$ cat src/rtl/issue_wakeup_queue.sv
// issue_wakeup_queue
//   Collapsing, age-ordered issue queue between dispatch and EXE. Slot 0 is
//   the oldest entry; valid entries always occupy slots 0..count-1. Entries
//   wait until both source tags are ready (woken by the EXE broadcast bus),
//   and the oldest ready entry is offered to EXE each cycle. A flush from EXE
//   empties the queue.
//
// Ports
//   CLK, RESET            clock, asynchronous active-low reset
//   disp_*                dispatch request/handshake and entry fields
//   broadcast_flag/_map   EXE result broadcast (destination tag produced)
//   flush                 EXE redirect; clears all entries at the edge
//   issue_*               selected entry and issue handshake (zero when idle)
//   count                 number of occupied entries
module issue_wakeup_queue #(
  parameter int DEPTH = 8,
  parameter int TAG_W = 6,
  parameter int PAY_W = 96,
  localparam int CNT_W = $clog2(DEPTH) + 1,
  localparam int IDX_W = $clog2(DEPTH)
) (
  input  logic             CLK,
  input  logic             RESET,
  input  logic             disp_valid,
  output logic             disp_ready,
  input  logic [TAG_W-1:0] disp_src1_tag,
  input  logic [TAG_W-1:0] disp_src2_tag,
  input  logic             disp_src1_rdy,
  input  logic             disp_src2_rdy,
  input  logic [TAG_W-1:0] disp_dst_map,
  input  logic [PAY_W-1:0] disp_payload,
  input  logic             broadcast_flag,
  input  logic [TAG_W-1:0] broadcast_map,
  input  logic             flush,
  output logic             issue_valid,
  input  logic             issue_ready,
  output logic [TAG_W-1:0] issue_dst_map,
  output logic [TAG_W-1:0] issue_src1_tag,
  output logic [TAG_W-1:0] issue_src2_tag,
  output logic [PAY_W-1:0] issue_payload,
  output logic [CNT_W-1:0] count
);

  // Stored entries
  logic             vld_q    [DEPTH];
  logic [TAG_W-1:0] s1_tag_q [DEPTH];
  logic             s1_rdy_q [DEPTH];
  logic [TAG_W-1:0] s2_tag_q [DEPTH];
  logic             s2_rdy_q [DEPTH];
  logic [TAG_W-1:0] dst_q    [DEPTH];
  logic [PAY_W-1:0] pay_q    [DEPTH];

  // Entries with this cycle's wakeup applied; one extra empty slot on top so
  // the shift-down view never indexes past the array.
  logic             e_vld    [DEPTH+1];
  logic [TAG_W-1:0] e_s1_tag [DEPTH+1];
  logic             e_s1_rdy [DEPTH+1];
  logic [TAG_W-1:0] e_s2_tag [DEPTH+1];
  logic             e_s2_rdy [DEPTH+1];
  logic [TAG_W-1:0] e_dst    [DEPTH+1];
  logic [PAY_W-1:0] e_pay    [DEPTH+1];

  // Next-state entries
  logic             n_vld    [DEPTH];
  logic [TAG_W-1:0] n_s1_tag [DEPTH];
  logic             n_s1_rdy [DEPTH];
  logic [TAG_W-1:0] n_s2_tag [DEPTH];
  logic             n_s2_rdy [DEPTH];
  logic [TAG_W-1:0] n_dst    [DEPTH];
  logic [PAY_W-1:0] n_pay    [DEPTH];

  logic             sel_found;
  logic [IDX_W-1:0] sel_idx;
  logic             disp_fire;
  logic             issue_fire;
  logic [CNT_W-1:0] wr_idx;
  logic             ins_s1_rdy;
  logic             ins_s2_rdy;

  // Select: lowest-index (oldest) entry with both sources ready. Uses only
  // registered ready bits, so a broadcast never wakes an entry combinationally.
  always_comb begin
    sel_found = 1'b0;
    sel_idx   = '0;
    for (int i = DEPTH - 1; i >= 0; i--) begin
      if (vld_q[i] && s1_rdy_q[i] && s2_rdy_q[i]) begin
        sel_found = 1'b1;
        sel_idx   = IDX_W'(i);
      end
    end
  end

  assign issue_valid    = sel_found && !flush;
  assign issue_dst_map  = issue_valid ? dst_q[sel_idx]    : '0;
  assign issue_src1_tag = issue_valid ? s1_tag_q[sel_idx] : '0;
  assign issue_src2_tag = issue_valid ? s2_tag_q[sel_idx] : '0;
  assign issue_payload  = issue_valid ? pay_q[sel_idx]    : '0;

  // Ready is not credited for a same-cycle issue, so it depends only on count.
  assign disp_ready = (count < CNT_W'(DEPTH));
  assign disp_fire  = disp_valid && disp_ready && !flush;
  assign issue_fire = issue_valid && issue_ready;

  // When an issue fires the survivors collapse by one, so the free slot
  // moves down with them.
  assign wr_idx = count - CNT_W'(issue_fire);

  // Tag 0 is hard-wired ready; a same-cycle broadcast also counts at insert.
  assign ins_s1_rdy = disp_src1_rdy || (disp_src1_tag == '0) ||
                      (broadcast_flag && (disp_src1_tag == broadcast_map));
  assign ins_s2_rdy = disp_src2_rdy || (disp_src2_tag == '0) ||
                      (broadcast_flag && (disp_src2_tag == broadcast_map));

  // Wakeup view of every slot
  always_comb begin
    for (int i = 0; i < DEPTH; i++) begin
      e_vld[i]    = vld_q[i];
      e_s1_tag[i] = s1_tag_q[i];
      e_s1_rdy[i] = s1_rdy_q[i] || (broadcast_flag && (s1_tag_q[i] == broadcast_map));
      e_s2_tag[i] = s2_tag_q[i];
      e_s2_rdy[i] = s2_rdy_q[i] || (broadcast_flag && (s2_tag_q[i] == broadcast_map));
      e_dst[i]    = dst_q[i];
      e_pay[i]    = pay_q[i];
    end
    e_vld[DEPTH]    = 1'b0;
    e_s1_tag[DEPTH] = '0;
    e_s1_rdy[DEPTH] = 1'b0;
    e_s2_tag[DEPTH] = '0;
    e_s2_rdy[DEPTH] = 1'b0;
    e_dst[DEPTH]    = '0;
    e_pay[DEPTH]    = '0;
  end

  // Collapse above the issued slot, then drop the dispatched entry in place
  always_comb begin
    for (int i = 0; i < DEPTH; i++) begin
      if (issue_fire && (IDX_W'(i) >= sel_idx)) begin
        n_vld[i]    = e_vld[i+1];
        n_s1_tag[i] = e_s1_tag[i+1];
        n_s1_rdy[i] = e_s1_rdy[i+1];
        n_s2_tag[i] = e_s2_tag[i+1];
        n_s2_rdy[i] = e_s2_rdy[i+1];
        n_dst[i]    = e_dst[i+1];
        n_pay[i]    = e_pay[i+1];
      end else begin
        n_vld[i]    = e_vld[i];
        n_s1_tag[i] = e_s1_tag[i];
        n_s1_rdy[i] = e_s1_rdy[i];
        n_s2_tag[i] = e_s2_tag[i];
        n_s2_rdy[i] = e_s2_rdy[i];
        n_dst[i]    = e_dst[i];
        n_pay[i]    = e_pay[i];
      end
      if (disp_fire && (CNT_W'(i) == wr_idx)) begin
        n_vld[i]    = 1'b1;
        n_s1_tag[i] = disp_src1_tag;
        n_s1_rdy[i] = ins_s1_rdy;
        n_s2_tag[i] = disp_src2_tag;
        n_s2_rdy[i] = ins_s2_rdy;
        n_dst[i]    = disp_dst_map;
        n_pay[i]    = disp_payload;
      end
    end
  end

  // Control state: valid bits and occupancy; flush wins over everything
  always_ff @(posedge CLK or negedge RESET) begin
    if (!RESET) begin
      for (int i = 0; i < DEPTH; i++) vld_q[i] <= 1'b0;
      count <= '0;
    end else if (flush) begin
      for (int i = 0; i < DEPTH; i++) vld_q[i] <= 1'b0;
      count <= '0;
    end else begin
      vld_q <= n_vld;
      count <= count + CNT_W'(disp_fire) - CNT_W'(issue_fire);
    end
  end

  // Entry contents carry no reset; they are qualified by the valid bits
  always_ff @(posedge CLK) begin
    s1_tag_q <= n_s1_tag;
    s1_rdy_q <= n_s1_rdy;
    s2_tag_q <= n_s2_tag;
    s2_rdy_q <= n_s2_rdy;
    dst_q    <= n_dst;
    pay_q    <= n_pay;
  end

endmodule

$ cat config.mk
export PLATFORM = sky130hd
export DESIGN_NAME = issue_wakeup_queue
export DESIGN_NICKNAME = d
export VERILOG_FILES = /design/src/rtl/issue_wakeup_queue.sv
export SDC_FILE = /design/constraint.sdc
export NUM_CORES = 2
export LEC_CHECK = 0
export CORE_MARGIN = 2
export CORE_UTILIZATION = 50
export CTS_CLUSTER_DIAMETER = 50
export CTS_CLUSTER_SIZE = 24
export DETAILED_ROUTE_END_ITERATION = 16
export GPL_TIMING_DRIVEN = 0
export HOLD_SLACK_MARGIN = 0.02
export PLACE_DENSITY = 0.8
export REMOVE_ABC_BUFFERS = 1
export SYNTH_ARGS = -nofsm -noshare
export SYNTH_HDL_FRONTEND = slang
export SYNTH_SLANG_ARGS = --single-unit
export TNS_END_PERCENT = 30
$ cat constraint.sdc
create_clock -name CLK -period 13.5 [get_ports CLK]
set_input_delay 1.35 -clock CLK [delete_from_list [all_inputs] [get_ports CLK]]
set_output_delay 1.35 -clock CLK [all_outputs]
set_load 0.02 [all_outputs]
Word level (Yosys, flattened, before mapping). Cells that the tools add are included.

Word-level logic and storage cells: 334. Bits in registers: 940.

$lt $le $gt $ge: 10. Equal/unequal tests: 25. $add $sub $neg: 3. Reduce and logical (&&, ||, !) cells: 94. Bitwise logic cells: 1. Multiplexer cells: 144.

Operator list (count): two-way mux 96 bit (19); two-way mux 6 bit (55); binary-select mux 96 bit (select 3 bit) (1); equality test 6 bit (18); two-way mux 1 bit (56); binary-select mux 6 bit (select 3 bit) (3); logical AND 1 bit (54); two-way mux 3 bit (8); nonzero test 3 bit (8); logical OR 1 bit (20); equality test 3 x 4 -> 1 bit (first input constant) (4); nonzero test 2 bit (8); greater-or-equal comparator 3 bit (first input constant) (4); logical NOT 6 bit (2); equality test 2 x 4 -> 1 bit (first input constant) (2); two-way mux 8 bit (1); subtractor 4 x 1 -> 4 bit (2); greater-or-equal comparator 1 x 3 -> 1 bit (first input constant) (2); greater-or-equal comparator 2 x 3 -> 1 bit (first input constant) (2); adder 4 x 1 -> 4 bit (1); equality test 1 x 4 -> 1 bit (first input constant) (1); greater-or-equal comparator 4 bit (second input constant) (1); logical NOT 4 bit (1); < comparator 4 bit (second input constant) (1); 3 further kinds (3).

Logic depth before layout (Yosys ltp).
Depth in word-level cells: 17. Gate-level depth with buffers: 15. Depth with buffers taken out: 12.

Worst setup path after synthesis. OpenSTA, ideal clock, no wires.

Path kind: input to register. Start point: input flush. End point: register dst_q[24] (netlist bit) (enable). Data required time: 12.756 ns. Stages on the path: 3. Setup time: 0.744 ns. Slack: 3.248 ns. Path buffers: 0. Arrival: 9.508 ns. Path through: inv_1 nand2_1 o21ai_0.

Cells in the longest elaborated chain, start to end: 7.

RTL lines: start: declaration (RTL line 34) `input logic flush,`; logical NOT 1 bit (*) (RTL line 93, 101); logical AND 1 bit (RTL line 93) `assign issue_valid = sel_found && !flush;`; logical AND 1 bit (RTL line 102) `assign issue_fire = issue_valid && issue_ready;`; subtractor 4 x 1 -> 4 bit (RTL line 106) `assign wr_idx = count - CNT_W'(issue_fire);`; equality test 2 x 4 -> 1 bit (RTL line 154) `if (disp_fire && (CNT_W'(i) == wr_idx)) begin`; logical AND 1 bit (RTL line 154); nonzero test 2 bit (no source line) (*); end signal: assignment (RTL line 186) `dst_q <= n_dst;`; end: declaration (RTL line 50) `logic [TAG_W-1:0] dst_q [DEPTH];`.

Mark *: on every way between the ends. The rest lies on a longest branch, timed or not. A chain may end at the register's enable or synchronous reset.

Worst setup path after layout.
Start point: register vld_q (netlist bit e_vld[6]). End point: register pay_q (netlist bit e_pay[816]) (enable).

Cells in the longest elaborated chain, start to end: 11.

RTL lines: start: declaration (RTL line 45) `logic vld_q [DEPTH];`; start signal: assignment (RTL line 175) `vld_q <= n_vld;`; logical AND 1 bit (*) (2 in series) (RTL line 86) `if (vld_q[i] && s1_rdy_q[i] && s2_rdy_q[i]) begin`; two-way mux 1 bit (3 in series) (RTL line 86); logical AND 1 bit (RTL line 93); logical AND 1 bit (RTL line 102); subtractor 4 x 1 -> 4 bit (RTL line 106); logical NOT 4 bit (RTL line 154); logical AND 1 bit (RTL line 154); nonzero test 2 bit (no source line) (*); end signal: assignment (RTL line 187) `pay_q <= n_pay;`; end: declaration (RTL line 51) `logic [PAY_W-1:0] pay_q [DEPTH];`.

Marked as above.

==> results.sh <==
export IMPL_slew_viol_final=0
export IMPL_cts_sinks=940
export IMPL_grt_max_degree=66
export IMPL_hold_violations=0
export IMPL_core_area_um2=94600
export IMPL_pin_count=248
export IMPL_holdCritPathClass="flop to flop"
export IMPL_clkTransAtPathRegs_ns=0.07
export IMPL_clk_latency_ns=0.72
export IMPL_nFillCells=7027
export IMPL_post_cts_resized=0
export IMPL_cts_hold_buf=0
export IMPL_totalWireLength_um=153000
export IMPL_drt_antenna_violating_nets=0
export IMPL_setup_ws_ns=6.42
export IMPL_grt_remaining_overflow=0
export IMPL_vias=34412
export IMPL_cts_setup_buffers=0
export IMPL_grt_pass1_wl_um=224000
export IMPL_critPathMaxFanout=44
export IMPL_hpwl_um=92500
export IMPL_ctsHtreeMaxLevel=3
export IMPL_cts_max_path_buffers=3
export IMPL_status="finished, final reports clean"
export IMPL_cp_required_ns=13.83
export IMPL_cp_data_arrival_time_ns=7.41
export IMPL_powerDensity_nw_per_um2=141
export IMPL_yosys_top_cells_area="edfxtp_1, mux2_2, o22ai_1"
export IMPL_ys_seq_area_frac=0.590
export IMPL_grt_setup_unrepaired="false"
export IMPL_setup_tns_ns=0
export IMPL_maxCapViolations=0
export IMPL_cts_tree="done"
export IMPL_synth_edf_count=912
export IMPL_max_freq_mhz=141
export IMPL_period_share=0.524
export IMPL_die_y_um=312
export IMPL_die_w_um=312
export IMPL_nets=3762
export IMPL_tightestPinTransition_ns=1.31
export IMPL_p_leak_nw=18.6
export IMPL_syn_inst=3411
export IMPL_ys_flop_type="edfxtp_1"
export IMPL_layout_cells_non_filler=4990
export IMPL_cts_made_buffers=102
export IMPL_yosys_area_top_type="edfxtp_1"
export IMPL_syn_area_per_cell_um2=13.9
export IMPL_antenna_found_initial=14
export IMPL_p_total_mw=7.94
export IMPL_post_route_cell_area_um2=56500
export IMPL_synthArstFlopShare=0.0128
export IMPL_max_slew_margin=0.123
export IMPL_track_usage=0.306
export IMPL_fin_skew_ns=0.0355
export IMPL_irDropWorstVdd_mv=0.113
export IMPL_first_global_vias=34632
export IMPL_worst_setup_path_end_kind="flop"
export IMPL_utilization=0.597
export IMPL_post_route_min_period_ns=7.08
export IMPL_pre_cts_ws_ns=6.67
export IMPL_clockRootBuffer="clkbuf_16"
export IMPL_ys_types=50
export IMPL_synth_area_um2=47500
export IMPL_start_kind="flop"
export IMPL_dpl_cell_area_um2=52900
export IMPL_yosysWarnings=0
export IMPL_layout_drive_gt1_share=0.332
export IMPL_synth_top_area_share=0.577
export IMPL_drt_iter0_drc=4674
export IMPL_io_buffers=247
export IMPL_start_util=0.502
export IMPL_dr_pass1_iters=6
export IMPL_rows=113
export IMPL_whs_ns=0.536
export IMPL_viasPerCell=6.90
export IMPL_critPathKind="flop to flop"
export IMPL_wl_per_cell_um=30.7
export IMPL_drc=0
export IMPL_syn2layout_area_growth_pct=18.9
export IMPL_ys_seq_elements=940
export IMPL_place_congestion=0.842
export IMPL_setup_violations=0
export IMPL_fp_dieArea_um2=97400
export IMPL_place_inst=4785
[sequential cells by signal (all words and copies together) (netlist names)]
signal / flops
count: 4
dst_q: 48
e_s2_tag: 48
e_pay: 768
s1_rdy_q: 8
e_vld: 8
e_s1_tag: 48
s2_rdy_q: 8
[worst max-delay path, cell delays in order, from the launching register on]
cell and delay, ns:
dfrtp_1 0.42, nand3_1 0.19, and2_4 0.74, nand3_4 0.75, o21ai_0 0.80, inv_1 0.20
ha_1 0.27, ha_1 0.30, nand2_1 0.17, nor2_1 0.31, nand3_4 0.73, nand2_4 1.02
buf_16 0.33, buf_16 0.31
[placed cells by master (no fill, tap or decap), drive strengths merged, types with 10 or more instances in the layout]
cell | synthesis | layout
nor3 | 19 | 19
and2 | 116 | 116
nand3 | 11 | 11
inv | 11 | 49
edfxtp | 912 | 912
o21ai | 249 | 249
nand2 | 27 | 27
xnor2 | 32 | 32
o221a | 112 | 112
xor2 | 82 | 82
o22ai | 229 | 229
clkdlybuf4s50 | 0 | 247
mux2 | 798 | 798
clkinv | 0 | 37
diode | 0 | 10
buf | 168 | 169
a41o | 14 | 14
dfrtp | 12 | 12
o32ai | 113 | 113
mux2i | 14 | 14
dfxtp | 16 | 16
a21oi | 243 | 243
nor2 | 34 | 34
clkbuf | 139 | 107
[cell families (layout without fill, tap and decap cells)]
| kind of cell | after synthesis | count (layout) | synth area share |
|---|---|---|---|
| compound gates | 974 | 974 | 0.135 |
| fa+ha+maj | 9 | 9 | 0.00253 |
| xor+xnor | 114 | 114 | 0.0210 |
| simple gates | 244 | 244 | 0.0287 |
| flops | 940 | 940 | 0.590 |
| mux | 812 | 812 | 0.192 |
| buf+inv | 318 | 622 | 0.0308 |
| other cells | 0 | 10 | 0 |
[report_power, final]
part | switching, mW | internal [mW]
combinational | 0.798 | 0.568
sequential | 0.116 | 3.51
clock | 1.37 | 1.57
[path summary, 6_finish.rpt]
path                                      start                   end  slack (ns)  cells after the start
setup / recovery           e_vld[6]$_DFFE_PN0P_  e_pay[816]$_DFFE_PP_        6.42                     13
setup reg to reg           e_vld[6]$_DFFE_PN0P_  e_pay[816]$_DFFE_PP_        6.42                     13
hold reg to reg             s1_rdy_q[7]$_DFF_P_   s1_rdy_q[7]$_DFF_P_        0.54                      2
max in group asynchronous                 RESET  e_vld[2]$_DFFE_PN0P_       12.08                      1
hold / removal              s1_rdy_q[7]$_DFF_P_   s1_rdy_q[7]$_DFF_P_        0.54                      2
min in group asynchronous                 RESET    count[3]$_DFF_PN0_        1.03                      1
[Yosys cell counts, drive strengths merged, types with 7 or more instances]
library cell / number
xnor2: 32
mux2i: 14
nor4: 8
o21ai: 249
nor3: 19
nor2: 34
clkbuf: 139
ha: 8
dfxtp: 16
inv: 11
xor2: 82
buf: 168
nand2b: 7
o32ai: 113
o22ai: 229
and2: 116
nand2: 27
mux2: 798
a41o: 14
dfrtp: 12
a21oi: 243
nand3: 11
o221a: 112
edfxtp: 912
[metal layers]
layer	track usage	part of all wire	wire length, um
met1	0.404	0.37	56400
met2	0.480	0.46	70500
met3	0.0727	0.12	18900
met4	0.140	0.046	7070
met5	0	0.00063	96
[layout make-up]
cell class | instances | area, um^2 | area share
antenna | 10 | 25.0 | 0.000443
multi-input combinational | 2153 | 18200 | 0.322
clock buffer | 106 | 2590 | 0.0458
tap | 1265 | 1580 | 0.0280
inverter | 11 | 41.3 | 0.000731
clock inverter | 88 | 975 | 0.0173
sequential | 940 | 28000 | 0.496
timing repair buffer | 417 | 5060 | 0.0895
No activity file was read; power rests on OpenSTA's default activity.
